[src/rtl/id_ex_control_pkg.sv]
`default_nettype none
// ============================================================================
// Package     : mips_defs
// Description : Shared constants for the ID/EX control path: primary opcodes,
//               the 2-bit ALUOpF encoding handed to ALU_Control, and the funct
//               codes synthesized for I-type logic/compare instructions.
//               Also defines the bundled control-bit vector carried in ID/EX.
// Revision    : 1.0 - initial release
// ============================================================================
package mips_defs;

  // Primary opcodes (instr[31:26])
  localparam logic [5:0] OP_RTYPE = 6'b000000;
  localparam logic [5:0] OP_LW    = 6'b100011;
  localparam logic [5:0] OP_SW    = 6'b101011;
  localparam logic [5:0] OP_BEQ   = 6'b000100;
  localparam logic [5:0] OP_BNE   = 6'b000101;
  localparam logic [5:0] OP_ADDI  = 6'b001000;
  localparam logic [5:0] OP_ANDI  = 6'b001100;
  localparam logic [5:0] OP_ORI   = 6'b001101;
  localparam logic [5:0] OP_SLTI  = 6'b001010;
  localparam logic [5:0] OP_J     = 6'b000010;

  // ALUOpF encoding understood by ALU_Control
  localparam logic [1:0] ALUOP_ADD   = 2'b00;
  localparam logic [1:0] ALUOP_SUB   = 2'b01;
  localparam logic [1:0] ALUOP_FUNCT = 2'b10;
  localparam logic [1:0] ALUOP_NOP   = 2'b11;

  // Funct codes synthesized for I-type ops that reuse R-type ALU functions
  localparam logic [5:0] FUNCT_AND  = 6'b100100;
  localparam logic [5:0] FUNCT_OR   = 6'b100101;
  localparam logic [5:0] FUNCT_SLT  = 6'b101010;
  localparam logic [5:0] FUNCT_NONE = 6'b000000;

  // Main control bits as one bundle so bubble/hold handling stays uniform
  typedef struct packed {
    logic reg_dst;
    logic alu_src;
    logic mem_read;
    logic mem_write;
    logic mem_to_reg;
    logic reg_write;
    logic branch;
    logic branch_ne;
    logic jump;
  } ctrl_t;

  localparam ctrl_t CTRL_NONE = '0;

endpackage : mips_defs
`default_nettype wire

[src/rtl/id_ex_control_main_decoder.sv]
`default_nettype none
// ============================================================================
// Module      : main_decoder
// Description : Purely combinational main decoder. Maps the primary opcode
//               (and funct for R-type) onto the control bits, ALUOpF, the
//               funct forwarded to ALU_Control, and an illegal-opcode flag.
// Ports       : i_opcode    - instr[31:26]
//               i_funct     - instr[5:0]
//               o_reg_dst .. o_jump - main control bits
//               o_aluop     - ALUOpF (00 add, 01 sub, 10 funct, 11 no-op)
//               o_funct     - funct for ALU_Control (000000 when unused)
//               o_illegal   - opcode not recognised
// Revision    : 1.0 - initial release
// ============================================================================
module main_decoder
  import mips_defs::*;
(
  input  logic [5:0] i_opcode,
  input  logic [5:0] i_funct,
  output logic       o_reg_dst,
  output logic       o_alu_src,
  output logic       o_mem_read,
  output logic       o_mem_write,
  output logic       o_mem_to_reg,
  output logic       o_reg_write,
  output logic       o_branch,
  output logic       o_branch_ne,
  output logic       o_jump,
  output logic [1:0] o_aluop,
  output logic [5:0] o_funct,
  output logic       o_illegal
);

  ctrl_t w_ctrl;

  always_comb begin
    w_ctrl    = CTRL_NONE;
    o_aluop   = ALUOP_NOP;
    o_funct   = FUNCT_NONE;
    o_illegal = 1'b0;
    case (i_opcode)
      OP_RTYPE: begin
        o_aluop          = ALUOP_FUNCT;
        o_funct          = i_funct;
        w_ctrl.reg_dst   = 1'b1;
        w_ctrl.reg_write = 1'b1;
      end
      OP_LW: begin
        o_aluop           = ALUOP_ADD;
        w_ctrl.alu_src    = 1'b1;
        w_ctrl.mem_read   = 1'b1;
        w_ctrl.mem_to_reg = 1'b1;
        w_ctrl.reg_write  = 1'b1;
      end
      OP_SW: begin
        o_aluop          = ALUOP_ADD;
        w_ctrl.alu_src   = 1'b1;
        w_ctrl.mem_write = 1'b1;
      end
      OP_BEQ: begin
        o_aluop       = ALUOP_SUB;
        w_ctrl.branch = 1'b1;
      end
      OP_BNE: begin
        o_aluop          = ALUOP_SUB;
        w_ctrl.branch    = 1'b1;
        w_ctrl.branch_ne = 1'b1;
      end
      OP_ADDI: begin
        o_aluop          = ALUOP_ADD;
        w_ctrl.alu_src   = 1'b1;
        w_ctrl.reg_write = 1'b1;
      end
      OP_ANDI: begin
        o_aluop          = ALUOP_FUNCT;
        o_funct          = FUNCT_AND;
        w_ctrl.alu_src   = 1'b1;
        w_ctrl.reg_write = 1'b1;
      end
      OP_ORI: begin
        o_aluop          = ALUOP_FUNCT;
        o_funct          = FUNCT_OR;
        w_ctrl.alu_src   = 1'b1;
        w_ctrl.reg_write = 1'b1;
      end
      OP_SLTI: begin
        o_aluop          = ALUOP_FUNCT;
        o_funct          = FUNCT_SLT;
        w_ctrl.alu_src   = 1'b1;
        w_ctrl.reg_write = 1'b1;
      end
      OP_J: begin
        o_aluop     = ALUOP_NOP;
        w_ctrl.jump = 1'b1;
      end
      default: begin
        o_illegal = 1'b1;
      end
    endcase
  end

  assign o_reg_dst    = w_ctrl.reg_dst;
  assign o_alu_src    = w_ctrl.alu_src;
  assign o_mem_read   = w_ctrl.mem_read;
  assign o_mem_write  = w_ctrl.mem_write;
  assign o_mem_to_reg = w_ctrl.mem_to_reg;
  assign o_reg_write  = w_ctrl.reg_write;
  assign o_branch     = w_ctrl.branch;
  assign o_branch_ne  = w_ctrl.branch_ne;
  assign o_jump       = w_ctrl.jump;

endmodule : main_decoder
`default_nettype wire

[src/rtl/id_ex_control.sv]
`default_nettype none
// ============================================================================
// Module      : id_ex_control
// Description : Decodes the IF/ID instruction and registers the ID/EX control
//               slice (control bits, ALUOpF/opcodeToALU, register specifiers,
//               valid/illegal). Handles flush, downstream hold and load-use
//               bubble insertion.
// Ports       : clk, rst_n      - clock, async active-low reset
//               instrID,validID - instruction in IF/ID and its valid flag
//               stallIn, flush  - downstream hold / kill slot entering EX
//               ALUOpF, opcodeToALU, RegDst..Jump - registered control
//               exRs, exRt, exRd - registered register specifiers
//               validEX, illegalEX - registered slot status
//               stallIF         - combinational: hold PC and IF/ID
// Revision    : 1.0 - initial release
// ============================================================================
module id_ex_control
  import mips_defs::*;
#(
  parameter int REG_W = 5
) (
  input  logic             clk,
  input  logic             rst_n,
  input  logic [31:0]      instrID,
  input  logic             validID,
  input  logic             stallIn,
  input  logic             flush,
  output logic [1:0]       ALUOpF,
  output logic [5:0]       opcodeToALU,
  output logic             RegDst,
  output logic             ALUSrc,
  output logic             MemRead,
  output logic             MemWrite,
  output logic             MemToReg,
  output logic             RegWrite,
  output logic             Branch,
  output logic             BranchNE,
  output logic             Jump,
  output logic [REG_W-1:0] exRs,
  output logic [REG_W-1:0] exRt,
  output logic [REG_W-1:0] exRd,
  output logic             validEX,
  output logic             illegalEX,
  output logic             stallIF
);

  // --------------------------------------------------------------------------
  // Decode
  // --------------------------------------------------------------------------
  ctrl_t      w_dec_ctrl;
  logic [1:0] w_dec_aluop;
  logic [5:0] w_dec_funct;
  logic       w_dec_illegal;

  main_decoder u_main_decoder (
    .i_opcode     (instrID[31:26]),
    .i_funct      (instrID[5:0]),
    .o_reg_dst    (w_dec_ctrl.reg_dst),
    .o_alu_src    (w_dec_ctrl.alu_src),
    .o_mem_read   (w_dec_ctrl.mem_read),
    .o_mem_write  (w_dec_ctrl.mem_write),
    .o_mem_to_reg (w_dec_ctrl.mem_to_reg),
    .o_reg_write  (w_dec_ctrl.reg_write),
    .o_branch     (w_dec_ctrl.branch),
    .o_branch_ne  (w_dec_ctrl.branch_ne),
    .o_jump       (w_dec_ctrl.jump),
    .o_aluop      (w_dec_aluop),
    .o_funct      (w_dec_funct),
    .o_illegal    (w_dec_illegal)
  );

  logic [REG_W-1:0] w_id_rs;
  logic [REG_W-1:0] w_id_rt;
  logic [REG_W-1:0] w_id_rd;

  assign w_id_rs = REG_W'(instrID[25:21]);
  assign w_id_rt = REG_W'(instrID[20:16]);
  assign w_id_rd = REG_W'(instrID[15:11]);

  // shamt is not needed by this stage
  logic w_unused_shamt;
  assign w_unused_shamt = ^instrID[10:6];

  // --------------------------------------------------------------------------
  // ID/EX registers
  // --------------------------------------------------------------------------
  ctrl_t            r_ctrl;
  logic [1:0]       r_aluop;
  logic [5:0]       r_funct;
  logic [REG_W-1:0] r_rs;
  logic [REG_W-1:0] r_rt;
  logic [REG_W-1:0] r_rd;
  logic             r_valid;
  logic             r_illegal;

  // --------------------------------------------------------------------------
  // Load-use hazard: a load in EX whose destination is read by the ID op.
  // rt is a source only for ops that do not take the immediate, plus sw
  // (which reads rt as the store data).
  // --------------------------------------------------------------------------
  logic w_rt_is_src;
  logic w_hazard;

  assign w_rt_is_src = ~w_dec_ctrl.alu_src | w_dec_ctrl.mem_write;

  assign w_hazard = r_valid && r_ctrl.mem_read && (r_rt != '0) && validID &&
                    ((r_rt == w_id_rs) || (w_rt_is_src && (r_rt == w_id_rt)));

  // A flush kills the ID op as well, so its hazard must not stall fetch
  assign stallIF = stallIn | (w_hazard & ~flush);

  // --------------------------------------------------------------------------
  // Next-state priority mux
  // --------------------------------------------------------------------------
  ctrl_t            w_nxt_ctrl;
  logic [1:0]       w_nxt_aluop;
  logic [5:0]       w_nxt_funct;
  logic [REG_W-1:0] w_nxt_rs;
  logic [REG_W-1:0] w_nxt_rt;
  logic [REG_W-1:0] w_nxt_rd;
  logic             w_nxt_valid;
  logic             w_nxt_illegal;

  always_comb begin
    // Default: bubble
    w_nxt_ctrl    = CTRL_NONE;
    w_nxt_aluop   = ALUOP_NOP;
    w_nxt_funct   = FUNCT_NONE;
    w_nxt_rs      = '0;
    w_nxt_rt      = '0;
    w_nxt_rd      = '0;
    w_nxt_valid   = 1'b0;
    w_nxt_illegal = 1'b0;
    if (flush) begin
      // bubble
    end else if (stallIn) begin
      w_nxt_ctrl    = r_ctrl;
      w_nxt_aluop   = r_aluop;
      w_nxt_funct   = r_funct;
      w_nxt_rs      = r_rs;
      w_nxt_rt      = r_rt;
      w_nxt_rd      = r_rd;
      w_nxt_valid   = r_valid;
      w_nxt_illegal = r_illegal;
    end else if (w_hazard || !validID) begin
      // bubble
    end else if (w_dec_illegal) begin
      // bubble tagged so the exception logic downstream can see it
      w_nxt_illegal = 1'b1;
    end else begin
      w_nxt_ctrl  = w_dec_ctrl;
      w_nxt_aluop = w_dec_aluop;
      w_nxt_funct = w_dec_funct;
      w_nxt_rs    = w_id_rs;
      w_nxt_rt    = w_id_rt;
      w_nxt_rd    = w_id_rd;
      w_nxt_valid = 1'b1;
    end
  end

  always_ff @(posedge clk or negedge rst_n) begin
    if (!rst_n) begin
      r_ctrl    <= CTRL_NONE;
      r_aluop   <= ALUOP_NOP;
      r_funct   <= FUNCT_NONE;
      r_rs      <= '0;
      r_rt      <= '0;
      r_rd      <= '0;
      r_valid   <= 1'b0;
      r_illegal <= 1'b0;
    end else begin
      r_ctrl    <= w_nxt_ctrl;
      r_aluop   <= w_nxt_aluop;
      r_funct   <= w_nxt_funct;
      r_rs      <= w_nxt_rs;
      r_rt      <= w_nxt_rt;
      r_rd      <= w_nxt_rd;
      r_valid   <= w_nxt_valid;
      r_illegal <= w_nxt_illegal;
    end
  end

  // --------------------------------------------------------------------------
  // Outputs
  // --------------------------------------------------------------------------
  assign ALUOpF      = r_aluop;
  assign opcodeToALU = r_funct;
  assign RegDst      = r_ctrl.reg_dst;
  assign ALUSrc      = r_ctrl.alu_src;
  assign MemRead     = r_ctrl.mem_read;
  assign MemWrite    = r_ctrl.mem_write;
  assign MemToReg    = r_ctrl.mem_to_reg;
  assign RegWrite    = r_ctrl.reg_write;
  assign Branch      = r_ctrl.branch;
  assign BranchNE    = r_ctrl.branch_ne;
  assign Jump        = r_ctrl.jump;
  assign exRs        = r_rs;
  assign exRt        = r_rt;
  assign exRd        = r_rd;
  assign validEX     = r_valid;
  assign illegalEX   = r_illegal;

endmodule : id_ex_control
`default_nettype wire

[config.mk]
export PLATFORM = sky130hd
export DESIGN_NAME = id_ex_control
export DESIGN_NICKNAME = d
export VERILOG_FILES = /design/src/rtl/id_ex_control_pkg.sv /design/src/rtl/id_ex_control_main_decoder.sv /design/src/rtl/id_ex_control.sv
export SDC_FILE = /design/constraint.sdc
export NUM_CORES = 1
export LEC_CHECK = 0
export ABC_CLOCK_PERIOD_IN_PS = 5300
export BUFFER_PORTS_ARGS = -buffer_cell sky130_fd_sc_hd__clkbuf_2
export CORE_AREA = 2 2 80 82
export DETAILED_ROUTE_END_ITERATION = 12
export DIE_AREA = 0 0 82 84
export PLACE_DENSITY_LB_ADDON = 0.2
export RECOVER_POWER = 100
export SYNTH_ARGS = -nofsm -noshare
export SYNTH_HDL_FRONTEND = slang
export SYNTH_SLANG_ARGS = --single-unit
[constraint.sdc]
create_clock -name clk -period 5.3 [get_ports clk]
set_clock_uncertainty 0.05 [all_clocks]
set_input_delay 0.265 -clock clk [delete_from_list [all_inputs] [get_ports clk]]
set_output_delay 0.265 -clock clk [all_outputs]
set_load 0.005 [all_outputs]
Word level (Yosys, flattened, before mapping) --
Index checks and enable logic that the tools add are counted.
Word-level totals: word-level logic and storage cells 91, latch bits 0, bits in writable memories 0, output and inout port bits 35, input port bits 37, memories kept 0, ROM bits 0, register bits 34
Cells by class: add/sub/neg operators 0, shifts and indexed selects 0, multiplexer cells 42, order comparisons 0, reduce and logical (&&, ||, !) cells 16, bitwise logic cells 5, $mul 0, equality and inequality tests 12, divide/modulo/power cells 0
Operators with widths (number):
- 5-bit two-way mux | 12
- 9-bit two-way mux | 4
- 6-bit by 4-bit equality test with 1-bit output (second input constant) | 4
- 6-bit two-way mux | 4
- 6-bit case mux with 4 select lines | 1
- 1-bit two-way mux | 16
- 6-bit by 3-bit equality test with 1-bit output (second input constant) | 2
- 6-bit equality test (second input constant) | 2
- 6-bit OR reduction | 2
- 5-bit equality test | 2
- 10-bit OR reduction | 1
- 2-bit two-way mux | 4
- 6-bit by 2-bit equality test with 1-bit output (second input constant) | 1
- 6-bit zero test | 1
- 2-bit case mux with 3 select lines | 1
- 1-bit logical AND | 5
- 5-bit nonzero test | 1
- 4-bit OR reduction | 1
- 3-bit OR reduction | 1
- 1-bit logical OR | 2
- 2-bit by 1-bit != test with 1-bit output (second input constant) | 1
- 1-bit NOT | 2
- 1-bit bitwise OR | 2
- 2-bit OR reduction | 1
- 2 further kinds | 2

Logic depth before layout (Yosys ltp) --
word-level depth 12, depth in mapped cells 8, gate-level depth less buffers 5

Hierarchy --
A second synthesis with hierarchy kept.
Unflattened totals: cell total of the unflattened synthesis 228, area total of the unflattened synthesis 2232.1 um2
By module, submodules not included:
- id_ex_control | area an instance 1938.1 um2, cells an instance 179, sequential area each 853.3 um2, instances 1
- main_decoder | area an instance 294.0 um2, cells an instance 49, sequential area each 0.0 um2, instances 1

Worst setup path before layout --
OpenSTA, ideal clock, no wires.
path kind reg-to-reg, from register r_rt[1], in the netlist exRt[1], to register r_funct[1], in the netlist opcodeToALU[1], setup slack 3.449 ns, path buffers 0, cell stages (with the launch flop) 6, period minus slack after synthesis 1.851 ns, arrival time 1.697 ns, data required time 5.146 ns, setup time 0.104 ns, cell sequence dfrtp_1 > or4_4 > o2111ai_4 > and2_4 > a31oi_4 > o41ai_2
On the way: cells in the longest elaborated chain, start to end 8, elaborated cells between the ends (all ways) 12, those cells by class 2 x eq/ne; 3 x mux; 7 x reduce/logical
Ends and longest elaborated chain:
- start: declaration | line id_ex_control.sv:91 | logic [REG_W-1:0] r_rt;
- start signal: assignment | line id_ex_control.sv:176 | r_rt <= w_nxt_rt;
- 5-bit equality test / 5-bit nonzero test (equally long branches) | line id_ex_control.sv:107, id_ex_control.sv:106
- 1-bit logical AND (on tied branches) | line id_ex_control.sv:107, id_ex_control.sv:106
- 1-bit logical OR / 1-bit logical AND (equally long branches) | line id_ex_control.sv:107, id_ex_control.sv:106
- 1-bit logical AND * | line id_ex_control.sv:106 | assign w_hazard = r_valid && r_ctrl.mem_read && (r_rt != '0) && validID &&
- 1-bit logical OR * | line id_ex_control.sv:145 | end else if (w_hazard || !validID) begin
- 6-bit two-way mux * | line id_ex_control.sv:145
- 6-bit two-way mux * | line id_ex_control.sv:136 | end else if (stallIn) begin
- 6-bit two-way mux * | line id_ex_control.sv:134 | if (flush) begin
- end signal: assignment | line id_ex_control.sv:174 | r_funct <= w_nxt_funct;
- end: declaration | line id_ex_control.sv:89 | logic [5:0] r_funct;
Mark *: on every way between the ends. The rest lies on a longest branch, timed or not. The select of a mux whose other input is x is not followed. A chain may end at the register's enable or synchronous reset.

Final worst setup path --
from register r_rt[0], in the netlist exRt[0], to output port stallIF
On the way: cells in the longest elaborated chain, start to end 6, elaborated cells between the ends (all ways) 10, those cells by class 2 x eq/ne; 2 x bitwise; 6 x reduce/logical
Ends and longest elaborated chain:
- 5-bit equality test / 5-bit nonzero test (equally long branches) | line id_ex_control.sv:107, id_ex_control.sv:106
- 1-bit logical AND (on tied branches) | line id_ex_control.sv:107, id_ex_control.sv:106
- 1-bit logical OR / 1-bit logical AND (equally long branches) | line id_ex_control.sv:107, id_ex_control.sv:106
- 1-bit logical AND * | line id_ex_control.sv:106
- 1-bit AND * | line id_ex_control.sv:110 | assign stallIF = stallIn | (w_hazard & ~flush);
- 1-bit bitwise OR * | line id_ex_control.sv:110
- end: declaration | line id_ex_control.sv:44 | output logic stallIF
Mark *: on every way between the ends. The rest lies on a longest branch, timed or not.

==> qor.csv <==
stage,metric,value,unit
logic_synthesis,async_reset_ff_share,100,%
setup_path,r2r_cells,5,
sta,rsz0062_at_grt,false,
drt,ant_nets,0,
sta,hold_viol_final,0,
floorplan,io-pin-count,72,
clocking,cts_setup_buffers,0,
setup_path,end_kind,output port,
clocking,cts.sinks,33,
clocking,ctsHoldBuffers,0,
global_route,grt.total_usage,15.0,%
logic_synthesis,yosysWarnings,0,
final_layout,fill_cells,688,
setup_path,start_kind,flip-flop,
drt,drt_pre_antenna_iters,4,
sta,fin_crit_sh,64.5,%
sta,fin_setup_tns,0,ps
floorplan,core,6100,µm²
sta,tightest_slew,1800,ps
logic_synthesis,ys_ff_latch,33,
hold_path,hold_path_class,primary input to flip-flop,
setup_path,cp.arrival,3100,ps
clocking,cts_resized,0,
final_layout,syn_to_final_growth,21.5,%
global_route,grt_first_pass_wirelength,7990,µm
setup_path,critPathRequiredTime,4990,ps
power_and_ir_drop,ir_drop,0.0000739,V
clocking,cts_max_level,2,
final_layout,drive_above_1_share,27.3,%
global_route,grt_max_degree,34,
sta,min_period,3420,ps
global_route,antenna_found_initial,0,
global_route,grt_pass1_vias,1638,
final_layout,postLayoutCellArea,2220,µm²
sta,finalSetupViolCount,0,
floorplan,fp.dieArea,6890,µm²
power_and_ir_drop,p_leak,0.997,nW
setup_path,worst_r2r_endpoint,exRd[0]$_DFFE_PN0P_,
sta,fmax,292,MHz
setup_path,r2r_start,exRt[0]$_DFFE_PN0P_,
clocking,cts_tree,done,
drt,routedWlPerCell,14.2,µm
sta,slew_headroom,-20.1,%
clocking,path_clk_slew,80,ps
logic_synthesis,netlist_area,1830,µm²
logic_synthesis,syn-mean-instance-area,9.22,µm²
drt,finalWirelength,4790,µm
final_layout,utilization,36.4,%
drt,vias_per_cell,4.84,
setup_path,critPathKind,flip-flop to output port,
place,placed_cell_area,2180,µm²
outcome,violations,"max-capacitance violations, max-slew violations",
clocking,worstSkewPairLatency,290,ps
setup_path,cp_max_fo,27,
run,drv_cap,2,
sta,drv_slew,62,
floorplan,start_util,29.9,%
power_and_ir_drop,p_per_area,229,nW/µm²
drt,num_vias,1631,
logic_synthesis,seq_area_frac_synth,45.4,%
place,gp_congestion,0.737,
clocking,cts_buffers,5,
floorplan,placementRows,29,
setup_path,endpoint,stallIF,
floorplan,die_y,84,µm
logic_synthesis,synth-edff-count,0,
clocking,cts-root-buf,clkbuf_8,
clocking,clockBufferDepth,2,
place,dp_hpwl,3480,µm
final_layout,diodes,0,
floorplan,die_w,82,µm
drt,first_iter_violations,54,
place,portBuffers,66,
logic_synthesis,synthDistinctLibCells,42,
logic_synthesis,synth_nets,235,
setup_path,setup.worst_path.start,exRt[0]$_DFFE_PN0P_,
logic_synthesis,synth_ff_type,dfrtp_1,
logic_synthesis,netlist_instances,198,
power_and_ir_drop,power,0.508,mW
final_layout,nets,296,
drt,drc_errors,0,
global_route,grt_overflow,0,
outcome,outcome,"complete, but fails checks",
final_layout,layout_common_cells,"nand2_1, clkbuf_2, dfrtp_1",
setup_path,r2r_setup_slack,2350,ps
-- worst min-delay path by stage --
stage,depth (start not counted),slack (ps),end,startpoint
floorplan,0,-80,ALUSrc$_DFFE_PN0P_,rst_n
global route,3,140,exRd[3]$_DFFE_PN0P_,instrID[14]
finish,3,140,exRd[3]$_DFFE_PN0P_,instrID[14]
CTS,1,50,ALUSrc$_DFFE_PN0P_,rst_n
global placement,1,370,opcodeToALU[3]$_DFFE_PN0P_,rst_n
detailed placement,1,370,opcodeToALU[3]$_DFFE_PN0P_,rst_n
-- layer usage --
layer  vias up  part of all wire [%]  GRT usage [%]
met4         0                   1.6           5.45
met1       778                    47           20.3
met3         7                   5.0           4.11
met5         -                     0              0
met2        31                    47           22.7
li1        815                     -              -
-- area by class of cell --
cell class | instances | area (µm²) | area share (%)
clock buffers | 5 | 68.8 | 3.10
multi-input cells | 147 | 871 | 39.3
repair buffers | 67 | 318 | 14.3
clock inverters | 3 | 17.5 | 0.790
flip-flops and latches | 33 | 828 | 37.3
inverters | 5 | 18.8 | 0.846
well taps | 77 | 96.3 | 4.34
-- stage by stage --
step / instances / setup slack (ps) / hold slack, ps
2_1_floorplan: 198 / 3450 / -80.6
3_3_place_gp: 329 / 2740 / 371
3_5_place_dp: 329 / 2760 / 369
4_1_cts: 337 / 2590 / 49.7
5_1_grt: 337 / 1510 / 142
6_report: 337 / 1880 / 139
-- cell families (layout without fill, tap and decap cells) --
logic type,after synthesis,in the layout,share of synthesized area (%)
DFF,33,33,45.4
buffers and inverters,18,80,5.28
and+or+nand+nor,83,83,22.4
xor gates and xnor gates,10,10,4.80
AOI/OAI and AO/OA,54,54,22.1
-- state kept, by name, summed over array words and instances, names as in the netlist --
signal	cells
RegWrite	1
validEX	1
opcodeToALU	6
ALUSrc	1
Branch	1
RegDst	1
MemWrite	1
BranchNE	1
illegalEX	1
Jump	1
exRs	5
exRt	5
MemRead	1
ALUOpF	2
exRd	5
-- Yosys cell counts (2+ instances only) --
cell      count  share of area (%)
a21oi_1       5                1.4
buf_2         2               0.55
buf_4         3                1.2
buf_6         2                1.2
clkbuf_1      5                1.0
dfrtp_1      31                 42
dfstp_2       2                2.9
inv_1         5                1.0
nand2_1      50                 10
nand3_1      10                2.7
nor2_1        5                1.0
nor2b_1       2               0.69
nor3_1        3               0.82
nor4b_1       3                1.4
nor4b_2       2                1.6
o21ai_0      24                6.6
o21ai_1       3               0.82
o22a_1        2               0.96
o31ai_1       6                2.5
o32a_1        2                1.1
o41ai_2       2                1.8
xnor2_1       4                1.9
xor2_1        6                2.9
-- worst max-delay path: stages, from the launching register on --
cell       delay, ps
dfrtp_1          470
xor2_1           190
nor3_1           180
o2111ai_1        170
a21oi_1         1400
a21o_1           270
clkbuf_2         120
-- power by group --
part           internal, mW  switching (mW)  total [mW]
logic                0.0228          0.0386      0.0615
registers             0.255         0.00239       0.257
clock network        0.0906          0.0986       0.189
(Power assumes the default switching activity.)
